`config.mk`:
```
export PLATFORM = sky130hd
export DESIGN_NAME = display_scan
export DESIGN_NICKNAME = d
export VERILOG_FILES = /design/src/rtl/display_scan.sv
export SDC_FILE = /design/constraint.sdc
export NUM_CORES = 1
export LEC_CHECK = 0
export ABC_CLOCK_PERIOD_IN_PS = 4950
export BUFFER_PORTS_ARGS = -buffer_cell sky130_fd_sc_hd__buf_2
export CAP_MARGIN = 20
export CORE_MARGIN = 4
export CORE_UTILIZATION = 43
export DETAILED_ROUTE_END_ITERATION = 16
export PLACE_DENSITY = 0.71
export SETUP_SLACK_MARGIN = 0.1
export SLEW_MARGIN = 0
export SYNTH_ARGS = -nofsm -noshare
export SYNTH_HDL_FRONTEND = slang
export SYNTH_SLANG_ARGS = --single-unit
```
`constraint.sdc`:
```
create_clock -name CLK_50 -period 4.95 [get_ports CLK_50]
set_clock_uncertainty 0.2 [all_clocks]
set_input_delay 1.2375 -clock CLK_50 [delete_from_list [all_inputs] [get_ports CLK_50]]
set_output_delay 1.2375 -clock CLK_50 [all_outputs]
set_load 0.01 [all_outputs]
```
`src/rtl/display_scan.sv`:
```
// Six-digit common-anode scanner: walks one digit slot per prescaler period and
// latches digits and flags at frame boundaries. Blinks adjusted fields; alarm flashes all digits.
module display_scan #(
  parameter int unsigned SCAN_DIV     = 50000,
  parameter int unsigned BLINK_FRAMES = 64
) (
  input  logic       CLK_50,
  input  logic       reset_n,
  input  logic [3:0] H1,
  input  logic [3:0] H0,
  input  logic [3:0] M1,
  input  logic [3:0] M0,
  input  logic [3:0] S1,
  input  logic [3:0] S0,
  input  logic       hr,
  input  logic       min,
  input  logic       sec,
  input  logic       alarm,
  output logic [5:0] AN,
  output logic [6:0] SEG,
  output logic       DP
);

  localparam int unsigned PW = (SCAN_DIV > 1)     ? $clog2(SCAN_DIV)     : 1;
  localparam int unsigned FW = (BLINK_FRAMES > 1) ? $clog2(BLINK_FRAMES) : 1;

  typedef enum logic [2:0] {
    SLOT_S0 = 3'd0,
    SLOT_S1 = 3'd1,
    SLOT_M0 = 3'd2,
    SLOT_M1 = 3'd3,
    SLOT_H0 = 3'd4,
    SLOT_H1 = 3'd5
  } slot_e;

  slot_e            idx_q, idx_d;
  logic [PW-1:0]    pre_q, pre_d;
  logic [FW-1:0]    frame_q, frame_d;
  logic             phase_q, phase_d;
  logic [5:0][3:0]  snap_q, snap_d;
  logic [3:0]       flags_q, flags_d;   // {alarm, hr, min, sec}
  logic [5:0]       an_q, an_d;
  logic [6:0]       seg_q, seg_d;
  logic             dp_q, dp_d;

  logic             tick;
  logic             boundary;
  logic [3:0]       digit;
  logic             field_on;
  logic             blank;

  always_comb begin
    tick     = (pre_q == PW'(SCAN_DIV - 1));
    pre_d    = tick ? '0 : pre_q + PW'(1);
    boundary = tick && (idx_q == SLOT_H1);

    idx_d = idx_q;
    if (tick) begin
      case (idx_q)
        SLOT_S0: idx_d = SLOT_S1;
        SLOT_S1: idx_d = SLOT_M0;
        SLOT_M0: idx_d = SLOT_M1;
        SLOT_M1: idx_d = SLOT_H0;
        SLOT_H0: idx_d = SLOT_H1;
        default: idx_d = SLOT_S0;
      endcase
    end

    snap_d  = snap_q;
    flags_d = flags_q;
    frame_d = frame_q;
    phase_d = phase_q;
    if (boundary) begin
      snap_d  = {H1, H0, M1, M0, S1, S0};
      flags_d = {alarm, hr, min, sec};
      if (frame_q == FW'(BLINK_FRAMES - 1)) begin
        frame_d = '0;
        phase_d = ~phase_q;
      end else begin
        frame_d = frame_q + FW'(1);
      end
    end

    // Output stage looks at the current slot/snapshot/phase; result lands one cycle later.
    digit    = 4'hA;
    field_on = 1'b0;
    case (idx_q)
      SLOT_S0: begin digit = snap_q[0]; field_on = flags_q[0]; end
      SLOT_S1: begin digit = snap_q[1]; field_on = flags_q[0]; end
      SLOT_M0: begin digit = snap_q[2]; field_on = flags_q[1]; end
      SLOT_M1: begin digit = snap_q[3]; field_on = flags_q[1]; end
      SLOT_H0: begin digit = snap_q[4]; field_on = flags_q[2]; end
      SLOT_H1: begin digit = snap_q[5]; field_on = flags_q[2]; end
      default: begin digit = 4'hA;      field_on = 1'b0;       end
    endcase
    blank = phase_q && (flags_q[3] || field_on);

    case (digit)
      4'd0:    seg_d = 7'b1000000;
      4'd1:    seg_d = 7'b1111001;
      4'd2:    seg_d = 7'b0100100;
      4'd3:    seg_d = 7'b0110000;
      4'd4:    seg_d = 7'b0011001;
      4'd5:    seg_d = 7'b0010010;
      4'd6:    seg_d = 7'b0000010;
      4'd7:    seg_d = 7'b1111000;
      4'd8:    seg_d = 7'b0000000;
      4'd9:    seg_d = 7'b0010000;
      default: seg_d = 7'b1111111;
    endcase
    if (blank) seg_d = '1;

    an_d = ~(6'b000001 << idx_q);
    dp_d = !(((idx_q == SLOT_M0) || (idx_q == SLOT_H0)) && !blank);
  end

  always_ff @(posedge CLK_50 or negedge reset_n) begin
    if (!reset_n) begin
      pre_q   <= '0;
      idx_q   <= SLOT_S0;
      frame_q <= '0;
      phase_q <= 1'b0;
      snap_q  <= {6{4'hA}};
      flags_q <= '0;
      an_q    <= '1;
      seg_q   <= '1;
      dp_q    <= 1'b1;
    end else begin
      pre_q   <= pre_d;
      idx_q   <= idx_d;
      frame_q <= frame_d;
      phase_q <= phase_d;
      snap_q  <= snap_d;
      flags_q <= flags_d;
      an_q    <= an_d;
      seg_q   <= seg_d;
      dp_q    <= dp_d;
    end
  end

  assign AN  = an_q;
  assign SEG = seg_q;
  assign DP  = dp_q;

endmodule

```
# == Yosys cells after proc, flatten, opt, wreduce, memory -nomap -nowiden ==
# Memory sizes are Yosys's and may differ from the RTL's.
# Index checks and enable logic that the tools add are counted.
# totals
reg_bits,68
mem_bits_ro,112
in_bits,30
out_inout_bits,14
mem_count,1
# op_classes
n_addsub,2
n_eq_ne,7
n_shift,1
mux,6
bitwise_logic,2
reduce_logical,12
# mem_list
name,depth,width,rd,rd_ports_with_merged_regs,write_ports,line,rtl
(name not given),16,7,1,0,0,98,case (digit)
# ops
operator,n
$pmux W4 S6,1
$add A16 B1 Y16 const B,1
$eq A16 B16 Y1 const B,1
$mux W16,1
$pmux W3 S5,1
$mux W7,1
$add A6 B1 Y6 const B,1
$eq A3 B2 Y1 const B,2
$eq A3 B3 Y1 const B,2
$eq A6 B6 Y1 const B,1
$mux W6,1
$not A6 Y6,1
$reduce_or A2 Y1,3
$shl A1 B3 Y6 const A,1
$eq A3 B1 Y1 const B,1
$logic_and A1 B1 Y1,3
$logic_not A3 Y1,1
$pmux W1 S3,1
$logic_not A1 Y1,2
$logic_or A1 B1 Y1,2
$reduce_and A2 Y1,1
$not A1 Y1,1

# == Depth between registers and ports, before layout ==
# Gate-level depths: netlist (run 1).
# logic_depth
depth_word,8
ltp_mapped,8

# == Least setup slack after synthesis (run 1) ==
# Ideal clock, no wire load.
# synth_path
path_kind,register to register
from,register pre_q[4]
to,register flags_q[3]
setup_time_ns,0.125
arrival_ns,1.959
required_ns,4.625
path_slack_ns,2.666
path_stages_with_launch,7
path_cell_list,dfrtp_1 > or4b_4 > nor4_4 > nor2b_1 > buf_4 > buf_6 > mux2_2
# synth_via
elab_chain_len,2
# synth_lines
item,line,rtl
start: declaration,37,"logic [PW-1:0] pre_q, pre_d;"
start signal: assignment,129,pre_q <= pre_d;
$eq A16 B16 Y1,53,tick = (pre_q == PW'(SCAN_DIV - 1));
$logic_and A1 B1 Y1,55,boundary = tick && (idx_q == SLOT_H1);
end signal: assignment,134,flags_q <= flags_d;
end: declaration,41,"logic [3:0] flags_q, flags_d;"
# No other way between the ends.
# A chain may end at the register's enable or synchronous reset.

# == Worst setup path after layout (run 1) ==
# layout_path
from,register pre_q[4]
to,register snap_q[10] (netlist name)
# layout_via
elab_chain_len,2
# layout_lines
item,line,rtl
$eq A16 B16 Y1,53,
$logic_and A1 B1 Y1,55,
end signal: assignment,123,snap_q <= {6{4'hA}};
end signal: assignment,133,snap_q <= snap_d;
end: declaration,40,"logic [5:0][3:0] snap_q, snap_d;"
# No other way between the ends.

==> impl_metrics.json, run 1 <==
{
  "status": "finished, final reports clean",
  "hold_violations": 0,
  "post-place-ws_ns": 1.90,
  "ys_top_cells_by_count": "42 x dfrtp_1, 29 x mux2_2, 26 x dfstp_2, 17 x nand2_1, 15 x nor2_1",
  "cts_tree": "built",
  "cp.required_ns": 4.96,
  "power.leakage_nw": 1.64,
  "die_y_um": 93.6,
  "top_layer": "met4",
  "clkPwrFrac": 0.417,
  "core-area_sq_um": 6940,
  "power_per_cell_area_nw_per_um2": 274,
  "seqPwrFrac": 0.561,
  "synth_most_common_cell": "dfrtp_1",
  "io_pins": 44,
  "syn_nets": 295,
  "synth_edf_count": 0,
  "syn_inst": 258,
  "hold_class": "flip-flop to flip-flop",
  "clock_sinks": 68,
  "final-setup-viol-count": 0,
  "initialDrtViolationCount": 104,
  "htreeDepth": 3,
  "wl_met2_um": 2720,
  "hpwl_um": 4150,
  "first_pass_iters": 5,
  "place.gp.congestion": 0.789,
  "wirelength_um": 5860,
  "path_clk_slew_ns": 0.06,
  "yosysSeqAreaShare": 0.550,
  "syn_avg_cell_area_sq_um": 12.2,
  "crit_chain": "or4b_4 -> nor4_4 -> nor2b_2 -> buf_4 -> mux2_2",
  "async_flop_share": 1.00,
  "cts.path.max_buffers": 2,
  "wire_per_inst_um": 14.4,
  "post_route_cells_drive_above_1_share": 0.387,
  "clockRootBuffer": "clkbuf_8",
  "rows": 30,
  "maxSlewViolCount": 0,
  "antenna_found_initial": 0,
  "worstPathBufferInverterCount": 1,
  "postCtsSetupBuffers": 0,
  "grt_max_degree": 45,
  "startpoint_type": "flip-flop",
  "cp-end-kind": "flip-flop",
  "vias": 2077,
  "crit_path_top_delay_cell": "nor2b_2",
  "hold_buffers": 0,
  "power_w": 0.000993,
  "yosysTopAreaCell": "dfrtp_1",
  "max_stage_delay_ns": 0.70,
  "grt_pass1_vias": 2164,
  "synth_area_leaders": "dfrtp_1 33%, dfstp_2 22%, mux2_2 10%, xnor2_1 3.3%, ha_1 2.8%",
  "area_delta_synth_final_pct": 15.1,
  "die_area_sq_um": 8770,
  "ir_drop_v": 0.000127,
  "overflow": 0,
  "power.switching_w": 0.000204,
  "via_per_inst": 5.12,
  "cts_made_buffers": 9,
  "initial_core_util": 0.454,
  "arrival_ns": 3.05,
  "combPwrFrac": 0.022,
  "wl_met3_um": 258,
  "worstMarginPinSlew_ns": 0.943,
  "grt_pass1_wl_um": 10100,
  "fin_crit_sh": 0.614,
  "maxSlewHeadroom": 0.371,
  "finalCriticalPeriod_ns": 3.04,
  "ant_nets": 0,
  "cp_max_fo": 18,
  "crit_family": "simple AND/OR/NAND/NOR gates",
  "fmax_mhz": 329,
  "fin_nets": 342,
  "rsz0062_at_grt": "no",
  "internal-power_w": 0.000788,
  "fp.dieW_um": 93.6,
  "dominantRegCellSynth": "dfrtp_1",
  "layout_setup_ws_ns": 1.91,
  "syn-cell-area_sq_um": 3150,
  "synth_cell_types": 42,
  "synth_top_area_frac": 0.333,
  "diodes": 0,
  "io_buffer_count": 43,
  "synth-warning-count": 0,
  "drc_errors": 0,
  "grt_use_total": 0.147,
  "synth-seq-cells": 68,
  "drv_cap": 0,
  "switching_share": 0.206,
  "setup_tns_ns": 0,
  "worst-setup-path-type": "flip-flop to flip-flop",
  "cts.repair.resized": 0,
  "clk_latency_ns": 0.33,
  "met1_length_um": 2830
}
==> power groups by stage <==
| stage | logic [W] | clock network, W | registers, W |
|---|---|---|---|
| 6_report | 0.0000222 | 0.000414 | 0.000557 |
| 5_1_grt | 0.0000259 | 0.000455 | 0.000556 |
| 4_1_cts | 0.0000235 | 0.000430 | 0.000557 |
| 3_5_place_dp | 0.0000235 | 0 | 0.000566 |
| 3_3_place_gp | 0.0000235 | 0 | 0.000566 |
| 2_1_floorplan | 0.000000191 | 0 | 0.000566 |
==> worst register-to-register path, stage by stage, from the launching register on <==
cell,delay [ns]
dfrtp_1,0.41
or4b_4,0.57
nor4_4,0.28
nor2b_2,0.70
buf_4,0.39
mux2_2,0.37
==> kinds of logic after synthesis <==
logic type | count (synthesis) | synth area share
DFF | 68 | 0.550
buffers and inverters | 17 | 0.0297
adders and majority gates | 7 | 0.0278
muxes | 40 | 0.144
and+or+nand+nor | 70 | 0.123
AOI/OAI and AO/OA | 38 | 0.0750
xor gates and xnor gates | 18 | 0.0500
==> stage by stage <==
stage	area, sq um	util	cells	hold WS [ns]
2_1_floorplan	3150	-	258	0.224
3_3_place_gp	3440	0.496	389	0.236
3_5_place_dp	3440	0.496	389	0.247
4_1_cts	3620	0.522	405	0.256
5_1_grt	3630	0.523	406	0.277
6_report	3630	0.523	406	0.248
==> worst paths after layout <==
check / startpoint / end / slack [ns] / depth (start not counted)
setup / recovery: pre_q[4]$_DFF_PN0_ / snap_q[10]$_DFFE_PN0P_ / 1.91 / 5
hold / removal: pre_q[0]$_DFF_PN0_ / pre_q[0]$_DFF_PN0_ / 0.25 / 1
setup reg to reg: pre_q[4]$_DFF_PN0_ / snap_q[10]$_DFFE_PN0P_ / 1.91 / 5
hold reg to reg: pre_q[0]$_DFF_PN0_ / pre_q[0]$_DFF_PN0_ / 0.25 / 1
max in group asynchronous: reset_n / snap_q[5]$_DFFE_PN1P_ / 2.80 / 2
min in group asynchronous: reset_n / snap_q[4]$_DFFE_PN0P_ / 0.84 / 1
==> routing by layer <==
layer	vias up	global-route usage
li1	1015	-
met1	1012	0.198
met2	46	0.231
met3	4	0.0410
met4	0	0.0469
met5	-	0
==> layout make-up <==
type,count,area (sq um)
timing repair buffer,47,243
sequential,68,1730
tap,96,120
multi-input combinational,173,1330
clock inverter,1,5.00
inverter,6,22.5
clock buffer,15,176
fill,621,3310
==> cell usage in the layout, fill, tap and decap left out, types with 2 or more instances in the layout <==
cell type	synthesis	routed
a21oi_1	11	11
a22oi_1	3	3
a31oi_1	2	2
and2_1	3	3
and3_1	3	3
and4_1	2	2
buf_2	3	43
buf_4	1	3
clkbuf_1	4	3
clkbuf_8	0	12
dfrtp_1	42	42
dfstp_2	26	26
ha_1	7	7
inv_1	6	6
mux2_1	5	5
mux2_2	29	29
mux2i_1	5	5
nand2_1	17	17
nand3_1	5	5
nand4_1	9	9
nor2_1	15	15
nor2b_1	6	5
nor4_1	4	4
o211ai_1	3	3
o21ai_0	9	9
o31ai_1	3	3
xnor2_1	12	12
xor2_1	6	6
==> sequential cells by signal, indices dropped and copies added, names as in the netlist <==
name     cells
snap_q      24
phase_q      1
frame_q      6
flags_q      4
AN           6
idx_q        3
DP           1
pre_q       16
SEG          7
Note: power is estimated with default switching activity, not from simulation.
==> inputs of run 2 (changes only) <==
--- a/config.mk
+++ b/config.mk
@@ -5,7 +5,7 @@
 export SDC_FILE = /design/constraint.sdc
 export NUM_CORES = 1
 export LEC_CHECK = 0
-export ABC_CLOCK_PERIOD_IN_PS = 4950
+export ABC_CLOCK_PERIOD_IN_PS = 2800
 export BUFFER_PORTS_ARGS = -buffer_cell sky130_fd_sc_hd__buf_2
 export CAP_MARGIN = 20
 export CORE_MARGIN = 4
==> constraint.sdc (replaced) <==
create_clock -name CLK_50 -period 2.8 [get_ports CLK_50]
set_clock_uncertainty 0.2 [all_clocks]
set_input_delay 0.7 -clock CLK_50 [delete_from_list [all_inputs] [get_ports CLK_50]]
set_output_delay 0.7 -clock CLK_50 [all_outputs]
set_load 0.01 [all_outputs]
==> run 2 against run 1 <==
Worst setup slack worse by 1.7 ns. Global-route usage grew 0.48 points. Sequential power increased by 77%. Clock-buffer cell count down 1. Clock power up 72%. Routed wire length rose by 4.8%. Critical path depth up 3. Cell count grew 1.7%. Largest cell class unchanged. Largest power group unchanged.
==> impl_metrics.json, run 2 (synthesis gave the netlist of run 1 again) <==
{
  "overflow": 0,
  "worstPathBufferInverterCount": 2,
  "clock_sinks": 68,
  "hold_buffers": 0,
  "status": "finished, final reports clean",
  "rows": 30,
  "grt_pass1_wl_um": 10200,
  "ir_drop_v": 0.000188,
  "diodes": 0,
  "largest_reg_flops": 24,
  "maxSlewHeadroom": 0.520,
  "power.leakage_nw": 1.69,
  "finalCriticalPeriod_ns": 2.62,
  "post-place-ws_ns": 0.263,
  "cts_tree": "built",
  "max_stage_delay_ns": 0.47,
  "multi_input_area_sq_um": 1330,
  "wirelength_um": 6140,
  "met1_length_um": 3040,
  "seqPwrFrac": 0.565,
  "via_per_inst": 5.13,
  "arrival_ns": 2.68,
  "post_route_cells_drive_above_1_share": 0.401,
  "path_clk_slew_ns": 0.07,
  "worst-setup-path-type": "flip-flop to flip-flop",
  "fin_nets": 349,
  "power_per_cell_area_nw_per_um2": 470,
  "grt_max_degree": 43,
  "ant_nets": 0,
  "top_layer": "met4",
  "place_inst": 394,
  "internal-power_w": 0.00137,
  "reg2reg_setup_slack_ns": 0.18,
  "cts_made_buffers": 9,
  "htreeDepth": 3,
  "crit_path_top_delay_cell": "dfrtp_1",
  "fmax_mhz": 381,
  "clkPwrFrac": 0.410,
  "layout_setup_ws_ns": 0.175,
  "combPwrFrac": 0.024,
  "first_pass_iters": 4,
  "cp_max_fo": 10,
  "clk_latency_ns": 0.34,
  "cts.path.max_buffers": 2,
  "vias": 2118,
  "worstMarginPinSlew_ns": 0.714,
  "initialDrtViolationCount": 99,
  "num-fill-cells": 581,
  "hpwl_um": 4290,
  "hold_violations": 0,
  "core-area_sq_um": 6940,
  "crit_family": "compound AO/OA/AOI/OAI gates",
  "drc_errors": 0,
  "switching_share": 0.213,
  "startpoint_type": "flip-flop",
  "place.gp.congestion": 0.780,
  "fp.dieW_um": 93.6,
  "grt_use_total": 0.152,
  "io_buffer_count": 43,
  "whs_ns": 0.160,
  "grt_pass1_vias": 2093,
  "fin_crit_sh": 0.937,
  "area_delta_synth_final_pct": 17.3,
  "wire_per_inst_um": 14.9,
  "top_register": "snap_q",
  "final_cell_mix": "43 x buf_2, 42 x dfrtp_1, 29 x mux2_2, 26 x dfstp_2, 17 x nand2_1",
  "io_pins": 44,
  "crit_chain": "buf_4 -> nor2_1 -> a22oi_1 -> o211ai_1 -> inv_1 -> ha_1 -> mux2_2 -> a32oi_1",
  "die_y_um": 93.6,
  "wl_met2_um": 2730,
  "die_area_sq_um": 8770,
  "antenna_found_initial": 0,
  "cts.repair.resized": 0,
  "wl_met3_um": 247,
  "hold_class": "input pin to asynchronous set/reset pin",
  "maxSlewViolCount": 0,
  "ff_latch_area_sq_um": 1730,
  "final_cells": 413,
  "cp-end-kind": "flip-flop",
  "cp.required_ns": 2.86,
  "initial_core_util": 0.454,
  "power.switching_w": 0.000371,
  "final_common_cell": "buf_2",
  "final-setup-viol-count": 0,
  "clockRootBuffer": "clkbuf_8",
  "drv_cap": 0
}
[run 2: changes by cell type in the layout (fill, tap and decap cells not counted), sizes merged]
cell and change:
clkinv +1, buf +8, clkbuf -2
[run 2: stage by stage]
stage	TNS [ns]	area [sq um]	total power, W	util
after floorplan	0	3150	0.00100	-
after global placement	0	3510	0.00104	0.505
after detailed placement	0	3510	0.00105	0.505
after CTS	0	3680	0.00176	0.530
after global routing	-0.00432	3700	0.00183	0.533
final	0	3700	0.00174	0.533
[run 2: what timing repair did]
| action | in CTS | in global routing |
|---|---|---|
| setup buffers | 0 | 3 |
| hold endpoints to repair | 0 | 0 |
| setup endpoints to repair | 0 | 1 |
[run 2: power by group through the flow]
stage,clock (W),combinational (W),sequential (W)
floorplan,0,0.000000337,0.00100
global route,0.000794,0.0000487,0.000983
global placement,0,0.0000433,0.00100
detailed placement,0,0.0000444,0.00100
finish,0.000714,0.0000425,0.000984
CTS,0.000734,0.0000446,0.000984
[run 2: cell type report]
type	instances	share of cell area
tap	96	0.0325
sequential	68	0.469
timing repair buffer	54	0.0872
clock buffer	14	0.0439
inverter	6	0.00609
multi-input combinational	173	0.359
clock inverter	2	0.00270
[run 2: path summary, 6_finish.rpt]
path                                     endpoint  cells after the start            startpoint
max                              SEG[4]$_DFF_PN1_                      8  idx_q[1]$_DFFE_PN0N_
min                        snap_q[10]$_DFFE_PN0P_                      1               reset_n
max reg2reg                      SEG[4]$_DFF_PN1_                      8  idx_q[1]$_DFFE_PN0N_
min reg2reg                    pre_q[0]$_DFF_PN0_                      1    pre_q[0]$_DFF_PN0_
max in group asynchronous   snap_q[1]$_DFFE_PN1P_                      2               reset_n
min in group CLK_50            pre_q[0]$_DFF_PN0_                      1    pre_q[0]$_DFF_PN0_
[run 2: per-layer routing]
layer	up-vias	global-route usage
met2	52	0.216
met1	1030	0.215
li1	1026	-
met5	-	0
met4	0	0.0770
met3	10	0.0370
==> inputs of run 3 (changes only) <==
--- a/config.mk
+++ b/config.mk
@@ -5,7 +5,7 @@
 export SDC_FILE = /design/constraint.sdc
 export NUM_CORES = 1
 export LEC_CHECK = 0
-export ABC_CLOCK_PERIOD_IN_PS = 2800
+export ABC_CLOCK_PERIOD_IN_PS = 3080
 export BUFFER_PORTS_ARGS = -buffer_cell sky130_fd_sc_hd__buf_2
 export CAP_MARGIN = 20
 export CORE_MARGIN = 4
==> constraint.sdc (replaced) <==
create_clock -name CLK_50 -period 3.08 [get_ports CLK_50]
set_clock_uncertainty 0.2 [all_clocks]
set_input_delay 0.77 -clock CLK_50 [delete_from_list [all_inputs] [get_ports CLK_50]]
set_output_delay 0.77 -clock CLK_50 [all_outputs]
set_load 0.01 [all_outputs]
==> run 3 against run 2 <==
Hold slack better by 0.095 ns. Cell count fell by 1.5%. Sequential power fell by 9.0%. Sequential share of layout area increased by 0.63 points. Clock power down 7.6%. Flip-flop and latch count stayed put. Via count is 0.28% lower. Global-route usage decreased by 0.84 points. Critical endpoint unchanged. Largest cell class unchanged.
==> impl_metrics.json, run 3 (synthesis gave the netlist of run 1 again) <==
{
  "status": "finished, final reports clean",
  "post-place-ws_ns": 0.370,
  "cp-end-kind": "flip-flop",
  "clock_sinks": 68,
  "overflow": 0,
  "maxSlewViolCount": 0,
  "hold_depth": 1,
  "layout_setup_ws_ns": 0.365,
  "fmax_mhz": 368,
  "antenna_found_initial": 0,
  "largest_reg_flops": 24,
  "grt_pass1_wl_um": 9650,
  "wire_per_inst_um": 14.3,
  "min_to": "pre_q[0]$_DFF_PN0_",
  "cp_max_fo": 17,
  "core-area_sq_um": 6940,
  "power_per_cell_area_nw_per_um2": 436,
  "wirelength_um": 5810,
  "whs_ns": 0.255,
  "r2r-start": "idx_q[1]$_DFFE_PN0N_",
  "io_buffer_count": 43,
  "vias": 2112,
  "startpoint_type": "flip-flop",
  "place.gp.congestion": 0.792,
  "grt_pass1_vias": 2030,
  "drc_errors": 0,
  "design_area_sq_um": 3650,
  "cp.required_ns": 3.14,
  "rr_endpoint": "SEG[4]$_DFF_PN1_",
  "top_register": "snap_q",
  "fin_nets": 343,
  "grt_max_degree": 69,
  "ant_nets": 0,
  "worstMarginPinSlew_ns": 0.853,
  "cts_made_buffers": 9,
  "first_pass_iters": 4,
  "hpwl_um": 4130,
  "reg2reg_setup_slack_ns": 0.37,
  "initialDrtViolationCount": 122,
  "worst-setup-path-type": "flip-flop to flip-flop",
  "cts.repair.resized": 0,
  "htreeDepth": 3,
  "initial_core_util": 0.454,
  "arrival_ns": 2.78,
  "place_area_sq_um": 3470,
  "drv_cap": 0,
  "io_pins": 44,
  "rows": 30,
  "die_area_sq_um": 8770,
  "finalCriticalPeriod_ns": 2.71,
  "path_clk_slew_ns": 0.07,
  "clk_latency_ns": 0.34,
  "area_delta_synth_final_pct": 15.8,
  "hold_buffers": 0,
  "final_common_cell": "buf_2",
  "postCtsSetupBuffers": 0,
  "maxSlewHeadroom": 0.429,
  "via_per_inst": 5.19,
  "clockRootBuffer": "clkbuf_8",
  "cts_tree": "built",
  "rr_worst_depth": 7,
  "final-setup-viol-count": 0,
  "diodes": 0,
  "fp.dieW_um": 93.6,
  "power.leakage_nw": 1.65,
  "ir_drop_v": 0.000183,
  "power_w": 0.00159,
  "fin_crit_sh": 0.881,
  "final_cell_mix": "43 x buf_2, 42 x dfrtp_1, 29 x mux2_2, 26 x dfstp_2, 17 x nand2_1",
  "hp-start": "pre_q[0]$_DFF_PN0_",
  "cts.path.max_buffers": 2,
  "hold_violations": 0,
  "setup_tns_ns": 0,
  "grt_use_total": 0.144,
  "die_y_um": 93.6,
  "post_route_cells_drive_above_1_share": 0.389,
  "rsz0062_at_grt": "no",
  "hold_class": "flip-flop to flip-flop"
}
-- run 3: worst max-delay path, stage by stage, from the launching register on --
cell and delay, ns:
dfrtp_1 0.56, nor2_1 0.38, a22oi_1 0.12, o211ai_1 0.45, inv_1 0.23, ha_1 0.27
mux2_2 0.27, a32oi_1 0.16
-- run 3: stage by stage --
| stage | std cells | utilization |
|---|---|---|
| after floorplan | 258 | - |
| after global placement | 391 | 0.500 |
| after detailed placement | 391 | 0.500 |
| after CTS | 407 | 0.526 |
| after global routing | 407 | 0.526 |
| final | 407 | 0.526 |
-- run 3: area by class of cell --
| type | count | area, sq um |
|---|---|---|
| inverters | 6 | 22.5 |
| repair buffers | 48 | 265 |
| clock inverters | 1 | 5.00 |
| multi-input cells | 173 | 1330 |
| flip-flops and latches | 68 | 1730 |
| well taps | 96 | 120 |
| clock buffers | 15 | 176 |
| fillers | 613 | 3290 |
-- run 3: power by group --
group          internal, W  switching, W
clock             0.000358      0.000302
sequential        0.000895             0
combinational    0.0000138     0.0000224
total              0.00127      0.000324
-- run 3: worst max path at each step --
stage	startpoint	to	slack, ns	cells past startpoint
after global placement	idx_q[1]$_DFFE_PN0N_	SEG[4]$_DFF_PN1_	0.41	7
after detailed placement	idx_q[1]$_DFFE_PN0N_	SEG[4]$_DFF_PN1_	0.37	7
after CTS	idx_q[1]$_DFFE_PN0N_	SEG[4]$_DFF_PN1_	0.36	7
after floorplan	pre_q[4]$_DFF_PN0_	flags_q[3]$_DFFE_PN0P_	0.80	6
after global routing	idx_q[1]$_DFFE_PN0N_	SEG[4]$_DFF_PN1_	0.21	7
final	idx_q[1]$_DFFE_PN0N_	SEG[4]$_DFF_PN1_	0.37	7
-- run 3: layer usage --
metal,part of all wire,vias up,global-route usage
li1,-,1019,-
met1,0.47,1023,0.199
met2,0.45,59,0.208
met3,0.050,11,0.0338
met4,0.025,0,0.0758
met5,0,-,0
